--- src/rtl/fib_term_buffer_if.sv ---
`default_nettype none
// ============================================================================
// Module      : fib_term_buffer_if
// Description : Valid/ready output stream of the Fibonacci term buffer.
//               The master drives head term/index and valid, and the slave
//               drives ready.
// Revision    : 1.0 - initial release
// ============================================================================
interface fib_term_buffer_if #(
    parameter int WIDTH = 8
);
    logic [WIDTH-1:0] out_term;
    logic [WIDTH-1:0] out_idx;
    logic             out_valid;
    logic             out_ready;

    modport master (
        output out_term,
        output out_idx,
        output out_valid,
        input  out_ready
    );

    modport slave (
        input  out_term,
        input  out_idx,
        input  out_valid,
        output out_ready
    );
endinterface
`default_nettype wire

--- src/rtl/fib_term_buffer.sv ---
`default_nettype none
// ============================================================================
// Module      : fib_term_buffer
// Description : Captures each new term from the Fibonacci generator into a
//               small FIFO and drains it through a valid/ready stream.
//               Flags sequence restarts (seq_done) and dropped captures
//               (overflow, sticky). The optional macro FIB_SEQ_CHECK_EN adds
//               a sticky recurrence checker (chk_err). Without the macro,
//               chk_err is tied to 0.
// Revision    : 1.0 - initial release
// ============================================================================
module fib_term_buffer #(
    parameter int  WIDTH = 8,
    parameter int  DEPTH = 8,
    localparam int LVL_W = $clog2(DEPTH) + 1
) (
    input  wire logic              clk,
    input  wire logic              rst,
    input  wire logic [WIDTH-1:0]  term_in,
    input  wire logic [WIDTH-1:0]  idx_in,
    fib_term_buffer_if.master      out_bus,
    output logic [LVL_W-1:0]       level,
    output logic                   seq_done,
    output logic                   overflow,
    output logic                   chk_err
);

    localparam int                c_PTR_W   = $clog2(DEPTH);
    localparam logic [LVL_W-1:0]  c_DEPTH   = LVL_W'(DEPTH);
    localparam logic [LVL_W-1:0]  c_LVL_ONE = LVL_W'(1);
    localparam logic [c_PTR_W-1:0] c_PTR_ONE = c_PTR_W'(1);

    logic [WIDTH-1:0]   r_mem_term [DEPTH];
    logic [WIDTH-1:0]   r_mem_idx  [DEPTH];
    logic [c_PTR_W-1:0] r_wr_ptr;
    logic [c_PTR_W-1:0] r_rd_ptr;
    logic [LVL_W-1:0]   r_level;
    logic [WIDTH-1:0]   r_last_idx;
    logic               r_seq_done;
    logic               r_overflow;

    logic w_cap;
    logic w_rst_seq;
    logic w_pop;
    logic w_push;
    logic w_valid;

    // A new non-zero index marks a fresh term; index 0 after non-zero is a restart.
    assign w_cap     = (idx_in != r_last_idx) && (idx_in != '0);
    assign w_rst_seq = (idx_in == '0) && (r_last_idx != '0);
    assign w_valid   = (r_level != '0);
    assign w_pop     = w_valid && out_bus.out_ready;
    // A pop in the same cycle frees a slot, so a full FIFO can still accept.
    assign w_push    = w_cap && ((r_level < c_DEPTH) || w_pop);

    assign out_bus.out_term  = r_mem_term[r_rd_ptr];
    assign out_bus.out_idx   = r_mem_idx[r_rd_ptr];
    assign out_bus.out_valid = w_valid;
    assign level             = r_level;
    assign seq_done          = r_seq_done;
    assign overflow          = r_overflow;

    // FIFO storage, pointers and occupancy; storage is cleared so the head reads 0 after reset.
    always_ff @(posedge clk) begin
        if (rst) begin
            for (int i = 0; i < DEPTH; i++) begin
                r_mem_term[i] <= '0;
                r_mem_idx[i]  <= '0;
            end
            r_wr_ptr <= '0;
            r_rd_ptr <= '0;
            r_level  <= '0;
        end else begin
            if (w_push) begin
                r_mem_term[r_wr_ptr] <= term_in;
                r_mem_idx[r_wr_ptr]  <= idx_in;
                r_wr_ptr             <= r_wr_ptr + c_PTR_ONE;
            end
            if (w_pop) begin
                r_rd_ptr <= r_rd_ptr + c_PTR_ONE;
            end
            case ({w_push, w_pop})
                2'b10:   r_level <= r_level + c_LVL_ONE;
                2'b01:   r_level <= r_level - c_LVL_ONE;
                default: r_level <= r_level;
            endcase
        end
    end

    // Index history, restart pulse and sticky drop flag.
    always_ff @(posedge clk) begin
        if (rst) begin
            r_last_idx <= '0;
            r_seq_done <= 1'b0;
            r_overflow <= 1'b0;
        end else begin
            r_last_idx <= idx_in;
            r_seq_done <= w_rst_seq;
            if (w_cap && !w_push) begin
                r_overflow <= 1'b1;
            end
        end
    end

`ifdef FIB_SEQ_CHECK_EN
    logic [WIDTH-1:0] r_prev1;
    logic [WIDTH-1:0] r_prev2;
    logic [1:0]       r_hist_cnt;
    logic             r_chk_err;
    logic [WIDTH-1:0] w_sum;

    assign w_sum   = r_prev1 + r_prev2;
    assign chk_err = r_chk_err;

    // Recurrence check; history follows every capture, dropped ones included.
    always_ff @(posedge clk) begin
        if (rst) begin
            r_prev1    <= '0;
            r_prev2    <= '0;
            r_hist_cnt <= 2'd0;
            r_chk_err  <= 1'b0;
        end else if (w_rst_seq) begin
            r_hist_cnt <= 2'd0;
        end else if (w_cap) begin
            if ((r_hist_cnt == 2'd2) && (term_in != w_sum)) begin
                r_chk_err <= 1'b1;
            end
            r_prev2 <= r_prev1;
            r_prev1 <= term_in;
            if (r_hist_cnt != 2'd2) begin
                r_hist_cnt <= r_hist_cnt + 2'd1;
            end
        end
    end
`else
    assign chk_err = 1'b0;
`endif

endmodule
`default_nettype wire

--- src/flat_wrapper.sv ---
// flat-port wrapper written by rule: the top's interface ports become plain ports
module fib_term_buffer_flat 
#(
    parameter int  WIDTH = 8,
    parameter int  DEPTH = 8,
    localparam int LVL_W = $clog2(DEPTH) + 1
)
  (clk, rst, term_in, idx_in, level, seq_done, overflow, chk_err, out_bus_out_term, out_bus_out_idx, out_bus_out_valid, out_bus_out_ready);
  fib_term_buffer_if #(.WIDTH(WIDTH)) out_bus_i ();
  input  wire logic clk;
  input  wire logic rst;
  input  wire logic [WIDTH-1:0] term_in;
  input  wire logic [WIDTH-1:0] idx_in;
  output logic [LVL_W-1:0] level;
  output logic seq_done;
  output logic overflow;
  output logic chk_err;
  output wire logic [$bits(out_bus_i.out_term)-1:0] out_bus_out_term;
  output wire logic [$bits(out_bus_i.out_idx)-1:0] out_bus_out_idx;
  output wire logic [$bits(out_bus_i.out_valid)-1:0] out_bus_out_valid;
  input wire logic [$bits(out_bus_i.out_ready)-1:0] out_bus_out_ready;
  assign out_bus_out_term = out_bus_i.out_term;
  assign out_bus_out_idx = out_bus_i.out_idx;
  assign out_bus_out_valid = out_bus_i.out_valid;
  assign out_bus_i.out_ready = out_bus_out_ready;
  fib_term_buffer #(.WIDTH(WIDTH), .DEPTH(DEPTH)) u_core (.clk(clk), .rst(rst), .term_in(term_in), .idx_in(idx_in), .out_bus(out_bus_i), .level(level), .seq_done(seq_done), .overflow(overflow), .chk_err(chk_err));
endmodule
--- config.mk ---
export PLATFORM = sky130hd
export DESIGN_NAME = fib_term_buffer_flat
export DESIGN_NICKNAME = d
export VERILOG_FILES = /design/src/rtl/fib_term_buffer_if.sv /design/src/rtl/fib_term_buffer.sv /design/src/flat_wrapper.sv
export SDC_FILE = /design/constraint.sdc
export NUM_CORES = 1
export LEC_CHECK = 0
export BUFFER_PORTS_ARGS = -buffer_cell sky130_fd_sc_hd__buf_4
export CAP_MARGIN = 0
export CORE_MARGIN = 2
export CORE_UTILIZATION = 50
export CTS_CLUSTER_SIZE = 24
export DETAILED_ROUTE_END_ITERATION = 12
export PLACE_DENSITY = 0.75
export SYNTH_ARGS = -nofsm -noshare
export SYNTH_HDL_FRONTEND = slang
export SYNTH_SLANG_ARGS = --single-unit
--- constraint.sdc ---
create_clock -name clk -period 2.75 [get_ports clk]
set_input_delay 0.1375 -clock clk [delete_from_list [all_inputs] [get_ports clk]]
set_output_delay 0.1375 -clock clk [all_outputs]
set_load 0.1 [all_outputs]
==> reports/metrics.cfg, run 1 <==
[routing]
vias_per_cell = 6.33
ant_nets = 0
wl_per_cell_um = 22.0
totalWireLength_mm = 16.4
drt_iter0_drc = 558
drcViolationCount = 0
first_pass_iters = 5
vias = 4719

[global_route]
track_usage_pct = 23.3
grt_max_degree = 75
grt_pass1_vias = 4912
antenna_found_initial = 0
gr-total-overflow = 0
grt_pass1_wl_mm = 26.0

[synthesis]
seq_area_frac_synth_pct = 61.4
ys_warn_count = 0
synth.avg_cell_area_um2 = 13.7
synth_nets = 535
synth_common_cells = edfxtp_1 (128), nor4_1 (68), nor3_1 (64)
synth_top_cell_by_area = edfxtp_1
syn_inst = 511
ys_seq_elements = 151
synthFlopType = edfxtp_1
synth_edf_count = 128
synth_top_cell_area_share_pct = 54.8
synth_cell_type_count = 38
yosysMostFrequentCell = edfxtp_1
syn_area_um2 = 7020
async_flop_share_pct = 0
netlist_top_cells_area = edfxtp_1 (55%), mux4_2 (10%), dfxtp_1 (6.6%)

[worst_setup_path]
cp-start-kind = input port
crit_fanout = 5
rrSetupSlack_ps = 290
crit_type = in -> reg
crit_path_end_kind = flip-flop
worstPathArrival_ps = 2880
crit_required_ps = 3100

[power_and_ir_drop]
p_leak_nw = 2.80
powerDensity_nw_per_um2 = 872
p_total_mw = 7.13
ir_drop_v = 0.000697

[cts]
cts_sinks = 151
cts_buffer_depth = 2
ctsRootBufferMaster = clkbuf_16
cts_tree = done
clock_latency_ps = 420
htreeDepth = 4
path_clk_slew_ps = 60
cts_buffers = 17

[sta]
rsz0062_at_grt = no
final-max-slew-violation-count = 0
finalHoldViolations = 0
max_slew_margin_pct = 54.2
clock.fmax_mhz = 396
fin_crit_sh_pct = 91.9
layout_min_cycle_time_ps = 2530
finalSetupViolCount = 0
worst_slew_pin_slew_ps = 680
clock_skew_ps = 12.2

[final_layout]
nFillCells = 1065
nets = 576
fin_cells = 745
drive_gt1_share_pct = 28.3
n_antenna_cell = 0
syn_to_final_growth_pct = 16.6
design_area_um2 = 8180
regArea_um2 = 4310
multi_input_area_um2 = 2480
post-route-util_pct = 59.4

[placement]
placed_cell_area_um2 = 7570
gp_congestion = 0.812
dp_hpwl_mm = 9.86
dp.cells = 705
port_buffers = 41

[job]
cap_violations = 0

[floorplan]
dieHeight_um = 122
die_x_um = 122
core-area_um2 = 13800
ios = 43
die_area_um2 = 15000
rows = 43
start_util_pct = 50.9

[worst_hold_path]
min_path_type = in -> reg

[outcome]
status = finished clean

-- path summary, 6_finish.rpt --
| check | from | end | depth (start not counted) |
|---|---|---|---|
| worst min register to register | u_core.overflow | u_core.overflow | 2 |
| worst max-delay path | idx_in[3] | u_core.level[2] | 12 |
| worst max register to register | u_core.r_last_idx[1] | u_core.level[2] | 10 |
| worst min-delay path | idx_in[7] | u_core.r_last_idx[7] | 2 |
-- placed cells by master (no fill, tap or decap), drive strengths merged, types with 2 or more instances in the layout --
cell type	count
edfxtp	128
nor4	68
buf	68
nor3	64
mux4	32
nand2	25
dfxtp	23
clkbuf	20
mux2	18
nand2b	15
nor2	10
nor2b	10
clkinv	9
o21ai	9
xnor2	8
nand3	8
a21oi	6
dlygate4sd3	6
inv	5
xor2	5
ha	5
o41ai	4
mux2i	2
or2b	2
clkinvlp	2
nand4	2
o211ai	2
-- layout make-up --
type | count | area share, %
Inverter | 5 | 0.229
Sequential cell | 151 | 52.7
Clock inverter | 12 | 1.06
Clock buffer | 20 | 5.34
Tap cell | 180 | 2.75
Timing Repair Buffer | 74 | 7.59
Multi-Input combinational cell | 303 | 30.3
-- per-layer routing --
metal,routed length (µm),vias up,track usage [%]
met5,0,-,0
met4,416,0,10.4
met3,1310,34,5.44
met2,8260,246,38.0
met1,6420,2344,29.8
li1,-,2095,-
-- flip-flops by register name (all words and copies together), names as in the netlist, named ones only --
signal	flops
u_core.level	4
u_core.overflow	1
u_core.r_last_idx	8
u_core.r_mem_idx	64
u_core.r_mem_term	64
u_core.r_rd_ptr	3
u_core.r_wr_ptr	3
u_core.seq_done	1
-- cells by family (layout without fill, tap and decap cells) --
logic type               count (synthesis)  count (layout)  synth area share [%]
AND/OR/NAND/NOR                        209             209                  16.3
XOR/XNOR                                13              13                  1.62
multiplexers                            52              52                  13.4
AO/OA/AOI/OAI                           23              23                  2.12
flip-flops                             151             151                  61.4
buffers and inverters                   57             111                  4.17
adder cells (fa/ha/maj)                  5               5                 0.892
other                                    1               1                0.0535
-- through the flow --
step	setup slack (ps)	hold slack, ps	TNS, ps
6_report	222	14.6	0
3_3_place_gp	330	393	0
2_1_floorplan	-396	266	-25380
5_1_grt	21.4	20.2	0
3_5_place_dp	215	410	0
4_1_cts	91.9	3.58	0
-- worst max-delay path: stages --
cell and delay [ps]:
dlygate4sd3_1 540, buf_4 160, xnor2_1 140, nand4_1 270, o211ai_4 330, ha_2 290
xor2_1 190, ha_1 160, a21oi_1 50, xor2_1 150, or3_1 310, a21oi_1 150
-- repair_timing --
item / 4_1_cts / 5_1_grt
resized for setup: 0 / 2
setup endpoints to repair: 0 / 2
hold buffers: 6 / 0
buffers inserted: 0 / 2
hold endpoints to repair: 6 / 0
-- report_power, final --
group          total (mW)  leakage [nW]  internal (mW)  switching [mW]
combinational        2.26          1.01          0.718            1.54
sequential           2.78          1.53           2.69          0.0917
clock                2.09         0.256           1.22           0.871
total                7.13          2.80           4.62            2.51
(Power assumes the default switching activity.)
==> run 2: changes to the inputs <==
ABC_AREA = 0   (was default)
CAP_MARGIN = default   (was 0)
PLACE_DENSITY = 0.74   (was 0.75)
==> run 2 against run 1 <==
Non-clock buffer count is 3 lower. Sequential power barely moved. Cell count decreased by 0.40%. Highest routed layer unchanged. Fmax is 1.3% lower. Hold slack improved by 1.0 ps. Routed wire length is 1.6% lower. Critical path depth decreased by 4. First-iteration DRC count is 6.5% lower. Flip-flop and latch count is the same. Via count decreased by 2.1%. Utilization decreased by 0.25 points.
==> reports/metrics.cfg, run 2 (synthesis gave the netlist of run 1 again) <==
[global_route]
antenna_found_initial = 0  ; unchanged
track_usage_pct = 23.3  ; +0.053 points
grt_max_degree = 73  ; -2.7%
gr-total-overflow = 0  ; unchanged
grt_pass1_vias = 4720  ; -3.9%
grt_pass1_wl_mm = 26.0  ; -0.11%

[power_and_ir_drop]
p_leak_nw = 2.80  ; -0.31%
powerDensity_nw_per_um2 = 882  ; +1.2%
ir_drop_v = 0.000693  ; -0.65%
p_total_mw = 7.19  ; +0.78%

[cts]
path_clk_slew_ps = 60  ; about the same
cts_sinks = 151  ; unchanged
cts_buffers = 17  ; unchanged
cts_tree = done
ctsRootBufferMaster = clkbuf_16
clock_latency_ps = 420  ; about the same
cts_buffer_depth = 2  ; unchanged
htreeDepth = 4  ; unchanged

[routing]
wl_per_cell_um = 21.8  ; -1.2%
ant_nets = 0  ; unchanged
first_pass_iters = 5  ; unchanged
vias_per_cell = 6.23  ; -1.7%
vias = 4621  ; -2.1%
totalWireLength_mm = 16.1  ; -1.6%
drcViolationCount = 0  ; unchanged
drt_iter0_drc = 522  ; -6.5%

[placement]
dp_hpwl_mm = 9.55  ; -3.1%
place_ws_ps = 262  ; +46.7 ps
gp_congestion = 0.811  ; -0.14%
port_buffers = 41  ; unchanged

[worst_setup_path]
worstPathArrival_ps = 2730  ; -150 ps
cp_slowest_stage_delay_ps = 680  ; +140 ps
crit_required_ps = 2910  ; -190 ps
crit_path_top_delay_cell = buf_4
crit_type = in -> reg
crit_chain = dlygate4sd3_1 > buf_4 > xnor2_1 > nand4_1 > o211ai_4 > buf_4 > o21ai_1 > buf_4
crit_top_cell = buf_4
cp-start-kind = input port
crit_fanout = 72  ; +67
crit_path_end_kind = flip-flop

[final_layout]
mostFrequentLayoutCell = edfxtp_1
nets = 573  ; -0.52%
syn_to_final_growth_pct = 16.1
n_antenna_cell = 0  ; unchanged
layout_common_cells = edfxtp_1 (128), nor4_1 (68), nor3_1 (64), buf_4 (64), mux4_2 (32)
reg_top3 = u_core.r_mem_idx x64, u_core.r_mem_term x64, u_core.r_last_idx x8
drive_gt1_share_pct = 28.6  ; +0.33 points
nFillCells = 1083  ; +1.7%

[sta]
clock.fmax_mhz = 390  ; -1.3%
fin_crit_sh_pct = 93.1  ; +1.2 points
worst_slew_pin_slew_ps = 960  ; +280 ps
finalHoldViolations = 0  ; unchanged
setup_ws_ps = 189  ; -33.1 ps
layout_min_cycle_time_ps = 2560  ; +33.1 ps
whs_ps = 15.7  ; +1.05 ps
rsz0062_at_grt = no
finalSetupViolCount = 0  ; unchanged
final-max-slew-violation-count = 0  ; unchanged
clock_skew_ps = 10.2  ; -1.99 ps
max_slew_margin_pct = 35.3  ; -19 points

[floorplan]
start_util_pct = 50.9  ; unchanged
core-area_um2 = 13800  ; unchanged
ios = 43  ; unchanged
die_area_um2 = 15000  ; unchanged
rows = 43  ; unchanged
dieHeight_um = 122  ; unchanged
die_x_um = 122  ; unchanged

[outcome]
status = finished clean

[worst_hold_path]
min_path_type = in -> reg

[job]
cap_violations = 0  ; unchanged

## run 2: worst paths after layout
kind / start / to / slack [ps] / cells after the start
worst max-delay path: idx_in[1] / u_core.r_mem_idx[7][1] / 190 / 8
worst min register to register: u_core.overflow / u_core.overflow / 450 / 2
worst max register to register: u_core.level[3] / u_core.level[2] / 260 / 10
worst min-delay path: idx_in[0] / u_core.r_last_idx[0] / 20 / 2
## run 2: routing by layer
metal | wire length (µm) | track usage [%]
met1 | 6490 | 31.7
met2 | 8030 | 37.3
met3 | 1320 | 5.48
met4 | 295 | 7.90
met5 | 0 | 0
## run 2: power breakdown
group | internal [mW] | total (mW) | switching [mW]
clock network | 1.18 | 2.14 | 0.965
registers | 2.68 | 2.80 | 0.119
logic | 0.717 | 2.24 | 1.52
## run 2: timing repair
| item | 4_1_cts | 5_1_grt |
|---|---|---|
| endpoints found under the hold margin | 5 | 0 |
| hold buffers | 5 | 0 |
| gates resized for setup | 0 | 0 |
| endpoints found under the setup margin | 0 | 64 |
| setup buffers | 0 | 1 |
## run 2: area by class of cell
class,count,area (µm²),area share (%)
Sequential cell,151,4310,52.9
Multi-Input combinational cell,303,2470,30.3
Timing Repair Buffer,71,571,7.01
Clock buffer,18,429,5.27
Tap cell,180,225,2.77
Clock inverter,14,119,1.46
Inverter,5,18.8,0.230
## run 2: worst max-delay path, delay by kind of cell
| kind | cells | cell delay (ps) |
|---|---|---|
| buffers and inverters | 4 | 1620 |
| xor gates and xnor gates | 1 | 140 |
| AOI/OAI and AO/OA | 2 | 530 |
| and+or+nand+nor | 1 | 260 |
## run 2: stage by stage
stage	setup TNS, ps	area (µm²)	util, %	std cells
final	0	8140	59.1	742
after global routing	0	8140	59.1	742
after CTS	0	8140	59.1	741
after detailed placement	0	7540	54.7	704
after global placement	0	7540	54.7	704
after floorplan	-25380	7020	-	511
==> run 3: changes to the inputs <==
GPL_TIMING_DRIVEN = 0   (was default)
PLACE_DENSITY = 0.67   (was 0.74)
==> run 3 against run 2 <==
Clock-buffer cell count shrank 1. Combinational power is 4% higher. First-iteration DRC count rose by 25%. Register-to-register slack worse by 70 ps. Cell area grew 3.9%. Cell count grew 5.9%. Critical path depth fell by 4. Sequential power barely moved. Critical path type is now reg -> out. Critical endpoint is now out_bus_out_term[5].
==> reports/metrics.cfg, run 3 (synthesis gave the netlist of run 1 again) <==
[outcome]
status = finished clean

[floorplan]
start_util_pct = 50.9  ; unchanged
core-area_um2 = 13800  ; unchanged
dieHeight_um = 122  ; unchanged
die_x_um = 122  ; unchanged
rows = 43  ; unchanged
ios = 43  ; unchanged
die_area_um2 = 15000  ; unchanged

[sta]
layout_min_cycle_time_ps = 2610  ; +47.0 ps
clock.fmax_mhz = 383  ; -1.8%
max_slew_margin_pct = 45.9  ; +11 points
finalHoldViolations = 0  ; unchanged
finalSetupViolCount = 0  ; unchanged
clock_skew_ps = 8.15  ; -2.07 ps
fin_crit_sh_pct = 94.9  ; +1.7 points
final-max-slew-violation-count = 0  ; unchanged
worst_slew_pin_slew_ps = 811  ; -149 ps

[final_layout]
reg_top3 = u_core.r_mem_idx x64, u_core.r_mem_term x64, u_core.r_last_idx x8
mostFrequentLayoutCell = edfxtp_1
regArea_um2 = 4310  ; about the same
multi_input_area_um2 = 2480  ; +0.35%
nets = 617  ; +7.7%
nFillCells = 1059  ; -2.2%
post-route-util_pct = 61.4  ; +2.3 points
syn_to_final_growth_pct = 20.6
n_antenna_cell = 0  ; unchanged
drive_gt1_share_pct = 28.9  ; +0.23 points
design_area_um2 = 8460  ; +3.9%
layout_common_cells = edfxtp_1 (128), nor4_1 (67), buf_4 (65)
fin_cells = 786  ; +5.9%

[power_and_ir_drop]
ir_drop_v = 0.000862  ; +24%
intPower_mw = 4.94  ; +7.9%
powerDensity_nw_per_um2 = 897  ; +1.6%
p_switching_mw = 2.64  ; +1.4%
switching_share_pct = 34.9  ; -1.4 points
combPwrFrac_pct = 30.8  ; -0.4 points
p_clk_share_pct = 32.7  ; +2.9 points
seqPwrFrac_pct = 36.5  ; -2.5 points
p_leak_nw = 2.95  ; +5.6%

[routing]
vias_per_cell = 6.47  ; +3.9%
wl_per_cell_um = 24.2  ; +11%
vias = 5085  ; +10%
ant_nets = 0  ; unchanged
totalWireLength_mm = 19.0  ; +18%
drcViolationCount = 0  ; unchanged
drt_iter0_drc = 654  ; +25%
first_pass_iters = 5  ; unchanged

[global_route]
track_usage_pct = 26.8  ; +3.5 points
grt_pass1_wl_mm = 28.7  ; +11%
gr-total-overflow = 0  ; unchanged
grt_pass1_vias = 5050  ; +7.0%
grt_max_degree = 17  ; -77%
antenna_found_initial = 0  ; unchanged

[worst_setup_path]
rr_startpoint = u_core.r_last_idx[6]
crit_chain = buf_1 > mux4_2 > mux2_2 > buf_4
cp_slowest_stage_delay_ps = 650  ; -30 ps
cp-start-kind = flip-flop
crit_type = reg -> out
worstPathArrival_ps = 2470  ; -260 ps
crit_path_top_delay_cell = buf_1
crit_path_end_kind = output port
crit_required_ps = 2610  ; -300 ps
crit_fanout = 10  ; -86%

[cts]
path_clk_slew_ps = 60  ; about the same
clock_latency_ps = 430  ; about the same
ctsRootBufferMaster = clkbuf_16
cts_tree = done
htreeDepth = 4  ; unchanged
cts_sinks = 151  ; unchanged
cts_buffer_depth = 2  ; unchanged
cts_buffers = 17  ; unchanged

[placement]
placed_cell_area_um2 = 7720  ; +2.4%
gp_congestion = 0.927  ; +14%
dp_hpwl_mm = 12.6  ; +32%
dp.cells = 744  ; +5.7%
port_buffers = 41  ; unchanged

[worst_hold_path]
min_path_type = in -> reg
hold_start = idx_in[7]

[job]
cap_violations = 0  ; unchanged

-- run 3: cell count changes in the layout (fill, tap and decap cells not counted), moves of 2 or more --
cell           before  now
o21ai_1             4    0
buf_1               0    3
inv_6               5    3
dlygate4sd3_1       5    7
clkinv_4            5    3
clkbuf_1            1   29
buf_2               0    2
o21ai_2             0    5
buf_6               0    4
bufinv_16           0    4
buf_8               0    4
buf_12              2    0
-- run 3: critical path: cells and delay by family (launching register included) --
kind	cells	cell delay, ps
flops	1	460
buf+inv	2	880
mux	2	700
-- run 3: power by group through the flow --
stage                     Sequential (mW)  Combinational [mW]  Clock [mW]
after global placement               2.81                2.27           0
after CTS                            2.77                2.34        2.49
final                                2.77                2.34        2.48
after floorplan                      2.90                1.70           0
after global routing                 2.79                2.44        2.59
after detailed placement             2.82                2.32           0
-- run 3: path summary, 6_finish.rpt --
check                               to  slack (ps)  cells after the start
setup / recovery   out_bus_out_term[5]         140                      4
hold / removal    u_core.r_last_idx[7]          20                      2
setup reg to reg       u_core.level[2]         190                     11
hold reg to reg        u_core.overflow         450                      2
-- run 3: timing repair --
item,in CTS,in global routing
gates resized for setup,0,7
setup endpoints to repair,0,9
endpoints found under the hold margin,7,0
hold buffers,7,0
buffers inserted,0,3
-- run 3: area by class of cell --
type | instances | share of cell area [%]
repair buffers | 63 | 6.15
multi-input cells | 303 | 29.3
plain buffers | 52 | 3.28
well taps | 180 | 2.66
clock buffers | 17 | 5.03
inverters | 5 | 0.222
clock inverters | 15 | 2.38
flip-flops and latches | 151 | 50.9
-- run 3: metal layers --
metal	GRT usage (%)	share of wire, %	vias up
li1	-	-	2182
met1	36.8	39	2486
met2	39.8	46	352
met3	7.39	11	65
met4	12.7	3.7	0
met5	0	0	-
-- run 3: metrics by stage --
stage               setup WS (ps)  power (mW)  hold WS (ps)  TNS [ps]
floorplan                    -396        4.61           266    -25380
global placement            -1920        5.09           401   -177720
detailed placement           14.8        5.14           412         0
CTS                          54.8        7.60          14.5         0
global route                -1.84        7.81          26.6     -1.84
finish                        142        7.59          16.3         0
